## src/rtl/usb_rx_pkg.sv

```systemverilog
// Shared USB full-speed receive constants and the bit-timer state encoding.
// Decoder and RCU import the same timing constants so they stay consistent.
package usb_rx_pkg;

    localparam int USB_CLKS_PER_BIT = 8;
    localparam int USB_STUFF_LIMIT  = 6;
    localparam int USB_SAMPLE_PHASE = 3;

    typedef enum logic [1:0] {
        IDLE  = 2'd0,
        COUNT = 2'd1,
        STUFF = 2'd2
    } timer_state_t;

endpackage

```

## src/rtl/usb_rx_bit_timer_if.sv

```systemverilog
// Bit-timer strobes between edge detect/NRZI decoder, the timer and the RX shift register.
// master drives line-side inputs and observes the timing pulses; slave is the timer.
interface usb_rx_bit_timer_if;

    logic rcving;
    logic d_edge;
    logic d_orig;
    logic shift_enable;
    logic data_shift;
    logic byte_received;
    logic stuff_err;

    modport master (
        output rcving, d_edge, d_orig,
        input  shift_enable, data_shift, byte_received, stuff_err
    );

    modport slave (
        input  rcving, d_edge, d_orig,
        output shift_enable, data_shift, byte_received, stuff_err
    );

endinterface

```

## src/rtl/usb_phase_counter.sv

```systemverilog
// Wrapping phase counter: counts 0..ROLLOVER, synchronous clear has priority over enable.
// Zero latency on count_o (registered value); no backpressure.
module usb_phase_counter #(
    parameter int ROLLOVER = 7,
    parameter int W        = 3
) (
    input  logic         clk,
    input  logic         n_rst,
    input  logic         clear_i,
    input  logic         en_i,
    output logic [W-1:0] count_o
);

    localparam logic [W-1:0] ROLL_VAL = W'(ROLLOVER);

    logic [W-1:0] count_q;
    logic [W-1:0] count_d;

    always_comb begin
        count_d = count_q;
        if (clear_i) begin
            count_d = '0;
        end else if (en_i) begin
            count_d = (count_q == ROLL_VAL) ? '0 : count_q + 1'b1;
        end
    end

    always_ff @(posedge clk or negedge n_rst) begin
        if (!n_rst) begin
            count_q <= '0;
        end else begin
            count_q <= count_d;
        end
    end

    assign count_o = count_q;

endmodule

```

## src/rtl/usb_rx_bit_timer.sv

```systemverilog
// USB FS RX bit timer: realigns an oversampled phase on every edge, strobes one shift per bit,
// drops stuffed bits. shift/data strobes are combinational; byte/stuff_err one cycle later; no backpressure.
module usb_rx_bit_timer
    import usb_rx_pkg::*;
#(
    parameter int CLKS_PER_BIT = USB_CLKS_PER_BIT,
    parameter int SAMPLE_PHASE = USB_SAMPLE_PHASE,
    parameter int STUFF_LIMIT  = USB_STUFF_LIMIT
) (
    input  logic                clk,
    input  logic                n_rst,
    usb_rx_bit_timer_if.slave   bus
);

    localparam int PH_W   = $clog2(CLKS_PER_BIT);
    localparam int ONES_W = $clog2(STUFF_LIMIT + 1);

    localparam logic [PH_W-1:0]   SAMPLE_VAL = PH_W'(SAMPLE_PHASE);
    localparam logic [ONES_W-1:0] ONES_LAST  = ONES_W'(STUFF_LIMIT - 1);

    timer_state_t       state_q;
    timer_state_t       state_d;
    logic [PH_W-1:0]    phase;
    logic [ONES_W-1:0]  ones_q;
    logic [ONES_W-1:0]  ones_d;
    logic [2:0]         bit_q;
    logic [2:0]         bit_d;
    logic               byte_q;
    logic               byte_d;
    logic               err_q;
    logic               err_d;

    logic               active;
    logic               sample;
    logic               payload;
    logic               stuff_hit;

    assign active = (state_q != IDLE);

    // An edge restarts the bit cell; sampling at SAMPLE_PHASE lands mid-bit.
    usb_phase_counter #(
        .ROLLOVER (CLKS_PER_BIT - 1),
        .W        (PH_W)
    ) u_phase (
        .clk     (clk),
        .n_rst   (n_rst),
        .clear_i (!active || bus.d_edge),
        .en_i    (active),
        .count_o (phase)
    );

    assign sample    = active && (phase == SAMPLE_VAL);
    assign payload   = sample && (state_q == COUNT);
    assign stuff_hit = payload && bus.d_orig && (ones_q == ONES_LAST);

    always_ff @(posedge clk or negedge n_rst) begin
        if (!n_rst) begin
            state_q <= IDLE;
        end else begin
            state_q <= state_d;
        end
    end

    always_comb begin
        state_d = state_q;
        unique case (state_q)
            IDLE:    if (bus.rcving) state_d = COUNT;
            COUNT:   if (stuff_hit)  state_d = STUFF;
            STUFF:   if (sample)     state_d = COUNT;
            default: state_d = IDLE;
        endcase
        if (!bus.rcving) begin
            state_d = IDLE;
        end
    end

    always_comb begin
        byte_d = 1'b0;
        err_d  = 1'b0;
        if (payload && (bit_q == 3'd7)) begin
            byte_d = 1'b1;
        end
        // The stuffed slot must be a 0; the bit is discarded either way.
        if (sample && (state_q == STUFF) && bus.d_orig) begin
            err_d = 1'b1;
        end
    end

    always_comb begin
        ones_d = ones_q;
        bit_d  = bit_q;
        if (!active) begin
            ones_d = '0;
            bit_d  = '0;
        end else if (payload) begin
            bit_d = bit_q + 3'd1;
            if (!bus.d_orig || stuff_hit) begin
                ones_d = '0;
            end else begin
                ones_d = ones_q + 1'b1;
            end
        end
    end

    always_ff @(posedge clk or negedge n_rst) begin
        if (!n_rst) begin
            ones_q <= '0;
            bit_q  <= '0;
            byte_q <= 1'b0;
            err_q  <= 1'b0;
        end else begin
            ones_q <= ones_d;
            bit_q  <= bit_d;
            byte_q <= byte_d;
            err_q  <= err_d;
        end
    end

    assign bus.shift_enable  = sample;
    assign bus.data_shift    = payload;
    assign bus.byte_received = byte_q;
    assign bus.stuff_err     = err_q;

endmodule

```

## src/flat_wrapper.sv

```systemverilog
// flat-port wrapper written by rule: the top's interface ports become plain ports
module usb_rx_bit_timer_flat import usb_rx_pkg::*;
#(
    parameter int CLKS_PER_BIT = USB_CLKS_PER_BIT,
    parameter int SAMPLE_PHASE = USB_SAMPLE_PHASE,
    parameter int STUFF_LIMIT  = USB_STUFF_LIMIT
)
  (clk, n_rst, bus_rcving, bus_d_edge, bus_d_orig, bus_shift_enable, bus_data_shift, bus_byte_received, bus_stuff_err);
  usb_rx_bit_timer_if bus_i ();
  input  logic clk;
  input  logic n_rst;
  input wire logic [$bits(bus_i.rcving)-1:0] bus_rcving;
  input wire logic [$bits(bus_i.d_edge)-1:0] bus_d_edge;
  input wire logic [$bits(bus_i.d_orig)-1:0] bus_d_orig;
  output wire logic [$bits(bus_i.shift_enable)-1:0] bus_shift_enable;
  output wire logic [$bits(bus_i.data_shift)-1:0] bus_data_shift;
  output wire logic [$bits(bus_i.byte_received)-1:0] bus_byte_received;
  output wire logic [$bits(bus_i.stuff_err)-1:0] bus_stuff_err;
  assign bus_i.rcving = bus_rcving;
  assign bus_i.d_edge = bus_d_edge;
  assign bus_i.d_orig = bus_d_orig;
  assign bus_shift_enable = bus_i.shift_enable;
  assign bus_data_shift = bus_i.data_shift;
  assign bus_byte_received = bus_i.byte_received;
  assign bus_stuff_err = bus_i.stuff_err;
  usb_rx_bit_timer #(.CLKS_PER_BIT(CLKS_PER_BIT), .SAMPLE_PHASE(SAMPLE_PHASE), .STUFF_LIMIT(STUFF_LIMIT)) u_core (.clk(clk), .n_rst(n_rst), .bus(bus_i));
endmodule
```

## config.mk

```make
export PLATFORM = sky130hd
export DESIGN_NAME = usb_rx_bit_timer_flat
export DESIGN_NICKNAME = d
export VERILOG_FILES = /design/src/rtl/usb_rx_pkg.sv /design/src/rtl/usb_rx_bit_timer_if.sv /design/src/rtl/usb_phase_counter.sv /design/src/rtl/usb_rx_bit_timer.sv /design/src/flat_wrapper.sv
export SDC_FILE = /design/constraint.sdc
export NUM_CORES = 1
export LEC_CHECK = 0
export CAP_MARGIN = 20
export CORE_MARGIN = 4
export CORE_UTILIZATION = 35
export CTS_CLUSTER_DIAMETER = 100
export DETAILED_ROUTE_END_ITERATION = 16
export DONT_BUFFER_PORTS = 1
export SKIP_CTS_REPAIR_TIMING = 1
export SLEW_MARGIN = 20
export SYNTH_ARGS = -nofsm -noshare
export SYNTH_HDL_FRONTEND = slang
export SYNTH_HIERARCHICAL = 1
export SYNTH_SLANG_ARGS = --single-unit
```

## constraint.sdc

```tcl
create_clock -name clk -period 4.3 [get_ports clk]
set_input_delay 0.86 -clock clk [delete_from_list [all_inputs] [get_ports clk]]
set_output_delay 0.86 -clock clk [all_outputs]
set_load 0.01 [all_outputs]
```

==> metrics.md, run 1 <==
| Metric | Value |
|---|---|
| Fin. Hold Viols | `0` |
| # setup viols final | `0` |
| Total Nets Final | `83` |
| Worst-margin pin slew | `0.412 ns` |
| Lkg Pwr | `0.000398 uW` |
| HP Class | `input pin to async pin` |
| Final WL | `1320 um` |
| Number of max-slew violations in the final report | `0` |
| Detailed Place HPWL | `between 1000 and 1500 um` |
| Sink Count | `13` |
| Pre-Repair DR Iteration Count | `4` |
| Grt ovf | `0` |
| # diodes | `0` |
| Port-buffer cells | `0` |
| Die Ht | `53.7 um` |
| Crit path max fanout | `7` |
| ANT nets after route | `0` |
| CP Capture Type | `output pin` |
| GRT Overall Usage | `0.113` |
| Iteration-0 DRC Markers | `16` |
| Avg WL per Cell | `13.5 um` |
| Io pins | `9` |
| GPL Wtd Cong | `0.725` |
| R2R Setup Slk | `between 2 and 3 ns` |
| Main synth FF type | `dfrtp_1` |
| Antenna violations before repair | `0` |
| Yosys top cell by area | `dfrtp_1` |
| Max_cap viols | `0` |
| Total design power | `206 uW` |
| CP arrival | `approximately 1.3 ns` |
| CTS tree | `yes` |
| Status | `completed` |
| Num CTS Buffers | `3` |
| Starting Density | `0.369` |
| Final Skew | `0.00361 ns` |
| PwrDens | `~270 nW/um2` |
| Avg Inst Size Synth | `10.6 um2` |
| Maximum clock frequency | `~450 MHz` |
| Latest clock arrival within the worst-skew pair | `0.27 ns` |
| Top cell type's share of synthesized area | `0.444` |
| Post-synthesis cell count | `69` |
| Die X | `53.7 um` |
| Via density | `a little over 5` |
| DRC violations left | `0` |
| Most frequent cells after synthesis | `dfrtp_1, nor2_1, ha_1` |
| CP startpoint kind | `flop` |
| Yosys cell types | `32` |
| EDFF count, synth | `0` |
| Rows | `16` |
| CTS max path bufs | `2` |
| Core area | `1980 um2` |
| Min Tclk post-route | `2.20 ns` |
| Synth async-reset ratio | `1.00` |
| First-pass GRT wire length | `between 2000 and 2500 um` |
| RSZ-0062 raised after global routing | `false` |
| Layout cells sized above 1 | `0.0986` |
| H-tree Lvls | `1` |
| Synth Register Bits | `13` |
| Root buf cell | `clkbuf_4` |
| Critical Path RT | `3.44 ns` |
| DR WL met2 | `655 um` |
| Met3 WL post-DR | `63 um` |
| Final worst-path cycle share | `0.512` |
| Cell Area, Synth | `732 um2` |
| Die area | `2890 um2` |
| IR drop worst, VDD | `0.176 mV` |
| Most common cell in the netlist | `dfrtp_1` |
| Synth warn | `6` |
| Critical path class | `flop to output pin` |
| Final TNS setup | `0 ns` |
| Vias in the first global route | `498` |
| Layout overhead on the synthesized area | `5.98%` |
| Slew headroom | `0.725` |
| Clock transition at the registers of the reported paths | `0.08 ns` |
| M1 WL | `601 um` |
| Synth top area cells | `dfrtp_1, ha_1, nor2_1` |
| Routed vias | `496` |
| Top layer in use | `met3` |
| Largest net degree at the start of global routing | `14` |
| Syn Nets | `80` |
| Post-synthesis sequential area ratio | `0.444` |
-- final cells by class --
cell class	instances	area (um2)
multi-input cells	51	379
flip-flops and latches	13	325
fillers	195	1210
well taps	27	33.8
inverters	3	11.3
clock buffers	4	26.3
-- sequential cells by signal, summed over array words and instances, names as in the netlist --
name / cells
u_core/bus.stuff_err: 1
u_core/state_q: 2
u_core/bit_q: 3
u_core/bus.byte_received: 1
u_core/u_phase/count_o: 3
u_core/ones_q: 3
-- critical path: stages, from the launching register on --
cell	delay, ns
dfrtp_1	0.47
and3b_1	0.34
nand2_2	0.10
inv_1	0.15
-- placed cells by master, fill, tap and decap left out, types with 2 or more instances in the layout --
cell	instances
inv_1	3
nand3b_1	2
o21ai_0	4
nor2_1	7
o211ai_1	2
ha_1	6
nand2b_1	2
nand3_1	2
or2b_1	2
clkbuf_4	3
o21a_1	2
nand2_1	3
mux2i_1	2
dfrtp_1	13
-- path summary, 6_finish.rpt --
kind | startpoint | to | cells after the start
max | u_core/u_phase/count_o[0]$_DFFE_PN0P_ | bus_data_shift | 3
min | n_rst | u_core/bit_q[2]$_DFFE_PN0P_ | 0
max in group asynchronous | n_rst | u_core/ones_q[1]$_DFFE_PN0P_ | 0
max reg2reg | u_core/u_phase/count_o[0]$_DFFE_PN0P_ | u_core/u_phase/count_o[0]$_DFFE_PN0P_ | 4
min in group clk | u_core/bit_q[0]$_DFFE_PN0P_ | u_core/bit_q[0]$_DFFE_PN0P_ | 1
min reg2reg | u_core/bit_q[0]$_DFFE_PN0P_ | u_core/bit_q[0]$_DFFE_PN0P_ | 1
-- through the flow --
stage                     setup slack [ns]   util  area, um2  cells  hold WS (ns)
after floorplan                       2.51      -        732     69         0.464
after global placement                2.37  0.378        749     94         0.505
after detailed placement              2.38  0.378        749     94         0.502
after CTS                             2.06  0.391        776     98         0.259
after global routing                  1.94  0.391        776     98         0.235
final                                 2.10  0.391        776     98         0.274
-- layer usage --
| layer | GRT usage | vias up |
|---|---|---|
| met5 | 0 | - |
| met4 | 0.0511 | 0 |
| met3 | 0.0526 | 0 |
| met2 | 0.169 | 12 |
| met1 | 0.137 | 236 |
| li1 | - | 248 |
-- where the power goes --
| group | switching (uW) | internal [uW] | leakage, uW |
|---|---|---|---|
| Combinational | 4.66 | 3.16 | 0.000204 |
| Sequential | 1.73 | 123 | 0.000179 |
| Clock | 37.8 | 35.9 | 0.0000150 |
-- cells by family after synthesis --
logic type | synth area share
simple gates | 0.248
compound gates | 0.140
flops | 0.444
fa+ha+maj | 0.103
buf+inv | 0.0376
mux | 0.0274
Power figures use the tool's default switching activity.
==> inputs of run 2 (changes only) <==
clock period = 1.8 ns   (was 4.3 ns; I/O delays follow)
==> run 2 against run 1 <==
  * Critical path depth did not move
  * Hold slack worse by 0.073 ns
  * Combinational power grew to 3.4 times the previous value
  * Clock power increased by 140%
  * Wire length is 6.4% lower
  * Register-to-register slack worse by 2.5 ns
  * Via count decreased by 0.20%
  * Clock skew is 0.0026 ns lower
  * Sequential power rose by 140%
==> metrics.md, run 2 (synthesized netlist as in run 1, its figures left out) <==
| Metric | Value |
|---|---|
| Status | `completed (unchanged)` |
| Sequential power share | `0.595 (was 0.605)` |
| CTS tree | `yes (unchanged)` |
| Worst path max stage delay | `0.47 ns (about the same)` |
| Most frequent cells in the layout | `dfrtp_1, nor2_1, ha_1 (unchanged)` |
| Internal | `390 uW (was 162 uW)` |
| Root buf cell | `clkbuf_4 (unchanged)` |
| GPL Wtd Cong | `0.763 (was 0.725)` |
| Area occupied by multi-input gates | `383 um2 (was 379 um2)` |
| Min-delay src | `bus_rcving` |
| PwrDens | `635 nW/um2 (was 266 nW/um2)` |
| Min Tclk post-route | `1.63 ns` |
| Via density | `5.00 (was 5.06)` |
| Net Sw Frac | `0.222 (was 0.214)` |
| WHS | `0.201 ns (was 0.274 ns)` |
| Critical path class | `flop to output pin (unchanged)` |
| Largest net degree at the start of global routing | `14 (unchanged)` |
| Design area | `790 um2 (was 776 um2)` |
| HP Class | `input pin to flop (was input pin to async pin)` |
| Critical path, cell by cell | `and3b_2 -> nand2_2 -> inv_1 (was and3b_1 -> nand2_2 -> inv_1)` |
| CTS max path bufs | `2 (unchanged)` |
| Starting Density | `0.369 (unchanged)` |
| Die Ht | `53.7 um (unchanged)` |
| Placed Area | `749 um2 (unchanged)` |
| H-tree Lvls | `1 (unchanged)` |
| Iteration-0 DRC Markers | `7 (was 16)` |
| CP max-delay cell | `dfrtp_1 (unchanged)` |
| Final TNS setup | `0 ns (unchanged)` |
| Layout overhead on the synthesized area | `7.86% (was 5.98%)` |
| Avg WL per Cell | `12.5 um (was 13.5 um)` |
| Slew headroom | `0.608 (was 0.725)` |
| Routed vias | `495 (was 496)` |
| Maximum clock frequency | `a little over 600 MHz` |
| CP startpoint kind | `flop (unchanged)` |
| GRT Overall Usage | `0.103 (was 0.113)` |
| Sequential cell area | `325 um2 (unchanged)` |
| Lkg Pwr | `0.000403 uW (was 0.000398 uW)` |
| Rows | `16 (unchanged)` |
| Detailed Place HPWL | `946 um (was 1000 um)` |
| Io pins | `9 (unchanged)` |
| Layout cells sized above 1 | `0.125 (was 0.0986)` |
| Num CTS Buffers | `3 (unchanged)` |
| CP Capture Type | `output pin (unchanged)` |
| Fill count | `191 (was 195)` |
| First-pass GRT wire length | `2130 um (was 2310 um)` |
| # setup viols final | `0 (unchanged)` |
| Final Skew | `0.00103 ns (was 0.00361 ns)` |
| Crit path max fanout | `7 (unchanged)` |
| RSZ-0062 raised after global routing | `false (unchanged)` |
| Vias in the first global route | `488 (was 498)` |
| Worst Setup SP | `u_core/u_phase/count_o[0]$_DFFE_PN0P_ (unchanged)` |
| Critical Path RT | `1.44 ns (was 3.44 ns)` |
| # diodes | `0 (unchanged)` |
| Reg2reg start | `u_core/u_phase/count_o[0]$_DFFE_PN0P_ (unchanged)` |
| Net Sw Power | `111 uW (was 44.2 uW)` |
| Commonest non-fill, non-tap cell in the layout | `dfrtp_1 (unchanged)` |
| Antenna violations before repair | `0 (unchanged)` |
| Number of max-slew violations in the final report | `0 (unchanged)` |
| Grt ovf | `0 (unchanged)` |
| Latest clock arrival within the worst-skew pair | `0.27 ns (about the same)` |
| Core area | `1980 um2 (unchanged)` |
| CP arrival | `1.27 ns (was 1.34 ns)` |
| Clock transition at the registers of the reported paths | `0.08 ns (about the same)` |
| Pre-Repair DR Iteration Count | `4 (unchanged)` |
| Total Nets Final | `84 (was 83)` |
| Final design utilization | `0.398 (was 0.391)` |
| Sink Count | `13 (unchanged)` |
| Die X | `53.7 um (unchanged)` |
| Comb pwr share | `0.052 (was 0.038)` |
| Final worst-path cycle share | `0.904` |
| Worst-margin pin slew | `0.586 ns (was 0.412 ns)` |
| Fin. Hold Viols | `0 (unchanged)` |
| IR drop worst, VDD | `0.364 mV (was 0.176 mV)` |
| Die area | `2890 um2 (unchanged)` |
| Port-buffer cells | `0 (unchanged)` |
| DRC violations left | `0 (unchanged)` |
| Max_cap viols | `0 (unchanged)` |
| Clock power share | `0.352 (was 0.357)` |
| Final WL | `1240 um (was 1320 um)` |
| ANT nets after route | `0 (unchanged)` |
-- run 2: area by class of cell --
class                      instances  area share
inverter                           3      0.0143
timing repair buffer               1      0.0127
sequential                        13       0.412
multi-input combinational         51       0.485
clock buffer                       4      0.0333
tap                               27      0.0428
-- run 2: per-layer routing --
layer  vias to the layer above  track usage  share of wire
li1                        254            -              -
met1                       232        0.124           0.47
met2                         9        0.167           0.49
met3                         0       0.0443          0.045
met4                         0       0.0255              0
met5                         -            0              0
-- run 2: final timing paths --
path	to	slack, ns	cells past startpoint
max	bus_data_shift	0.17	3
min	u_core/state_q[0]$_DFFE_PN0P_	0.20	1
max reg2reg	u_core/u_phase/count_o[0]$_DFFE_PN0P_	0.37	4
min reg2reg	u_core/bit_q[0]$_DFFE_PN0P_	0.51	1
max in group asynchronous	u_core/ones_q[2]$_DFFE_PN0P_	0.90	1
min in group asynchronous	u_core/ones_q[0]$_DFFE_PN0P_	0.52	1
-- run 2: stage by stage --
stage	setup slack [ns]	cells	total power [uW]
global placement	0.395	94	323
CTS	0.0742	98	509
finish	0.173	99	501
global route	0.0783	99	530
floorplan	0.429	69	321
detailed placement	0.372	94	323
-- run 2: power groups by stage --
stage               registers [uW]  logic, uW  clock network (uW)
finish                         298       26.2                 177
global route                   299       29.7                 202
CTS                            299       18.5                 192
detailed placement             304       18.5                   0
global placement               304       18.3                   0
floorplan                      304       17.9                   0
-- run 2: critical path: cells and delay by family (launching register included) --
kind	cells	cell delay, ns
flip-flops	1	0.47
AND/OR/NAND/NOR	2	0.39
buffers and inverters	1	0.14
==> inputs of run 3 (changes only) <==
CORE_UTILIZATION = 45   (was 35)
==> run 3 against run 2 <==
  * Clock-buffer cell count is the same
  * Wire length grew 3.6%
  * Sequential share of layout area grew 0.87 points
  * Critical path depth shrank 1
  * Sequential power is essentially flat
  * Largest power group unchanged
  * Highest routed layer is now met4
==> metrics.md, run 3 (synthesized netlist as in run 1, its figures left out) <==
| Metric | Value |
|---|---|
| Crit path max fanout | `12 (was 7)` |
| Min Tclk post-route | `1.68 ns (was 1.63 ns)` |
| PwrDens | `640 nW/um2 (was 635 nW/um2)` |
| Vias in the first global route | `509 (was 488)` |
| RSZ-0062 raised after global routing | `false (unchanged)` |
| Grt ovf | `0 (unchanged)` |
| Sink Count | `13 (unchanged)` |
| Die Ht | `48.3 um (was 53.7 um)` |
| Final WL | `1280 um (was 1240 um)` |
| CTS max path bufs | `2 (unchanged)` |
| Layout overhead on the synthesized area | `5.64% (was 7.86%)` |
| Final worst-path cycle share | `0.935 (was 0.904)` |
| Final Skew | `0.000677 ns (was 0.00103 ns)` |
| Rows | `14 (was 16)` |
| Port-buffer cells | `0 (unchanged)` |
| Io pins | `9 (unchanged)` |
| GPL Wtd Cong | `0.736 (was 0.763)` |
| Fin. Hold Viols | `0 (unchanged)` |
| First-pass GRT wire length | `2320 um (was 2130 um)` |
| CP arrival | `1.32 ns (was 1.27 ns)` |
| Iteration-0 DRC Markers | `2 (was 7)` |
| Design area | `773 um2 (was 790 um2)` |
| CP startpoint kind | `flop (unchanged)` |
| Pre-Repair DR Iteration Count | `3 (was 4)` |
| Core area | `1520 um2 (was 1980 um2)` |
| Routed vias | `489 (was 495)` |
| Commonest non-fill, non-tap cell in the layout | `dfrtp_1 (unchanged)` |
| Placed Area | `736 um2 (was 749 um2)` |
| Avg WL per Cell | `14.5 um (was 12.5 um)` |
| Die X | `48.3 um (was 53.7 um)` |
| Via density | `5.56 (was 5.00)` |
| Most frequent cells in the layout | `dfrtp_1, nor2_1, ha_1 (unchanged)` |
| Num CTS Buffers | `3 (unchanged)` |
| ANT nets after route | `0 (unchanged)` |
| Number of max-slew violations in the final report | `0 (unchanged)` |
| Detailed Place HPWL | `965 um (was 946 um)` |
| Latest clock arrival within the worst-skew pair | `0.26 ns (was 0.27 ns)` |
| GRT Overall Usage | `0.126 (was 0.103)` |
| Antenna violations before repair | `0 (unchanged)` |
| Total Nets Final | `84 (unchanged)` |
| Status | `completed (unchanged)` |
| H-tree Lvls | `1 (unchanged)` |
| Worst-margin pin slew | `0.588 ns (was 0.586 ns)` |
| Max_cap viols | `0 (unchanged)` |
| Root buf cell | `clkbuf_4 (unchanged)` |
| Starting Density | `0.480 (was 0.369)` |
| Lkg Pwr | `0.000401 uW (was 0.000403 uW)` |
| # diodes | `0 (unchanged)` |
| CTS tree | `yes (unchanged)` |
| DRC violations left | `0 (unchanged)` |
| # setup viols final | `0 (unchanged)` |
| Maximum clock frequency | `594 MHz (was 615 MHz)` |
| Critical Path RT | `1.44 ns (about the same)` |
| Final TNS setup | `0 ns (unchanged)` |
| CP Capture Type | `output pin (unchanged)` |
| IR drop worst, VDD | `0.315 mV (was 0.364 mV)` |
| Layout cells sized above 1 | `0.111 (was 0.125)` |
| HP Class | `input pin to flop (unchanged)` |
| Slew headroom | `0.607 (was 0.608)` |
| Die area | `2340 um2 (was 2890 um2)` |
| Largest net degree at the start of global routing | `14 (unchanged)` |
| Clock transition at the registers of the reported paths | `0.07 ns (was 0.08 ns)` |
| Critical path class | `flop to output pin (unchanged)` |
-- run 3: cell types whose count changed in the layout (fill, tap and decap cells not counted) --
| cell | delta |
|---|---|
| or2_4 | -1 |
| or2_1 | +1 |
-- run 3: where the power goes --
part / internal [uW] / switching (uW)
Combinational: 9.07 / 16.4
Clock: 85.6 / 85.8
Sequential: 294 / 4.05
-- run 3: area by class of cell --
type	instances	area (um2)
tap	16	20.0
timing repair buffer	1	10.0
inverter	3	11.3
fill	145	751
clock buffer	4	26.3
sequential	13	325
multi-input combinational	51	380
-- run 3: layer usage --
layer / up-vias / global-route usage / routed length (um)
li1: 256 / - / -
met1: 225 / 0.163 / 602
met2: 6 / 0.193 / 602
met3: 2 / 0.0368 / 63
met4: 0 / 0.0553 / 10
met5: - / 0 / 0
-- run 3: worst max-delay path, cell delays in order (launching register included) --
cell	delay (ns)
dfrtp_1	0.42
or2_1	0.40
and2_1	0.24
-- run 3: metrics by stage --
stage | hold slack, ns | cells | power, uW | setup slack (ns) | utilization
finish | 0.213 | 88 | 495 | 0.117 | 0.507
global route | 0.197 | 88 | 536 | 0.0244 | 0.507
CTS | -0.232 | 87 | 502 | 0.0875 | 0.500
detailed placement | 0.0647 | 83 | 323 | 0.371 | 0.483
global placement | 0.0647 | 83 | 323 | 0.385 | 0.483
floorplan | 0.0644 | 69 | 321 | 0.429 | -
-- run 3: worst paths after layout --
path / from / end / slack [ns] / cells past startpoint
worst max-delay path: u_core/state_q[1]$_DFFE_PN0P_ / bus_shift_enable / 0.12 / 2
worst min-delay path: bus_rcving / u_core/state_q[1]$_DFFE_PN0P_ / 0.21 / 1
worst max register to register: u_core/u_phase/count_o[0]$_DFFE_PN0P_ / u_core/u_phase/count_o[0]$_DFFE_PN0P_ / 0.36 / 4
worst min register to register: u_core/bit_q[0]$_DFFE_PN0P_ / u_core/bit_q[0]$_DFFE_PN0P_ / 0.51 / 1
max in group asynchronous: n_rst / u_core/ones_q[2]$_DFFE_PN0P_ / 0.89 / 1
min in group asynchronous: n_rst / u_core/bus.byte_received$_DFF_PN0_ / 0.53 / 1
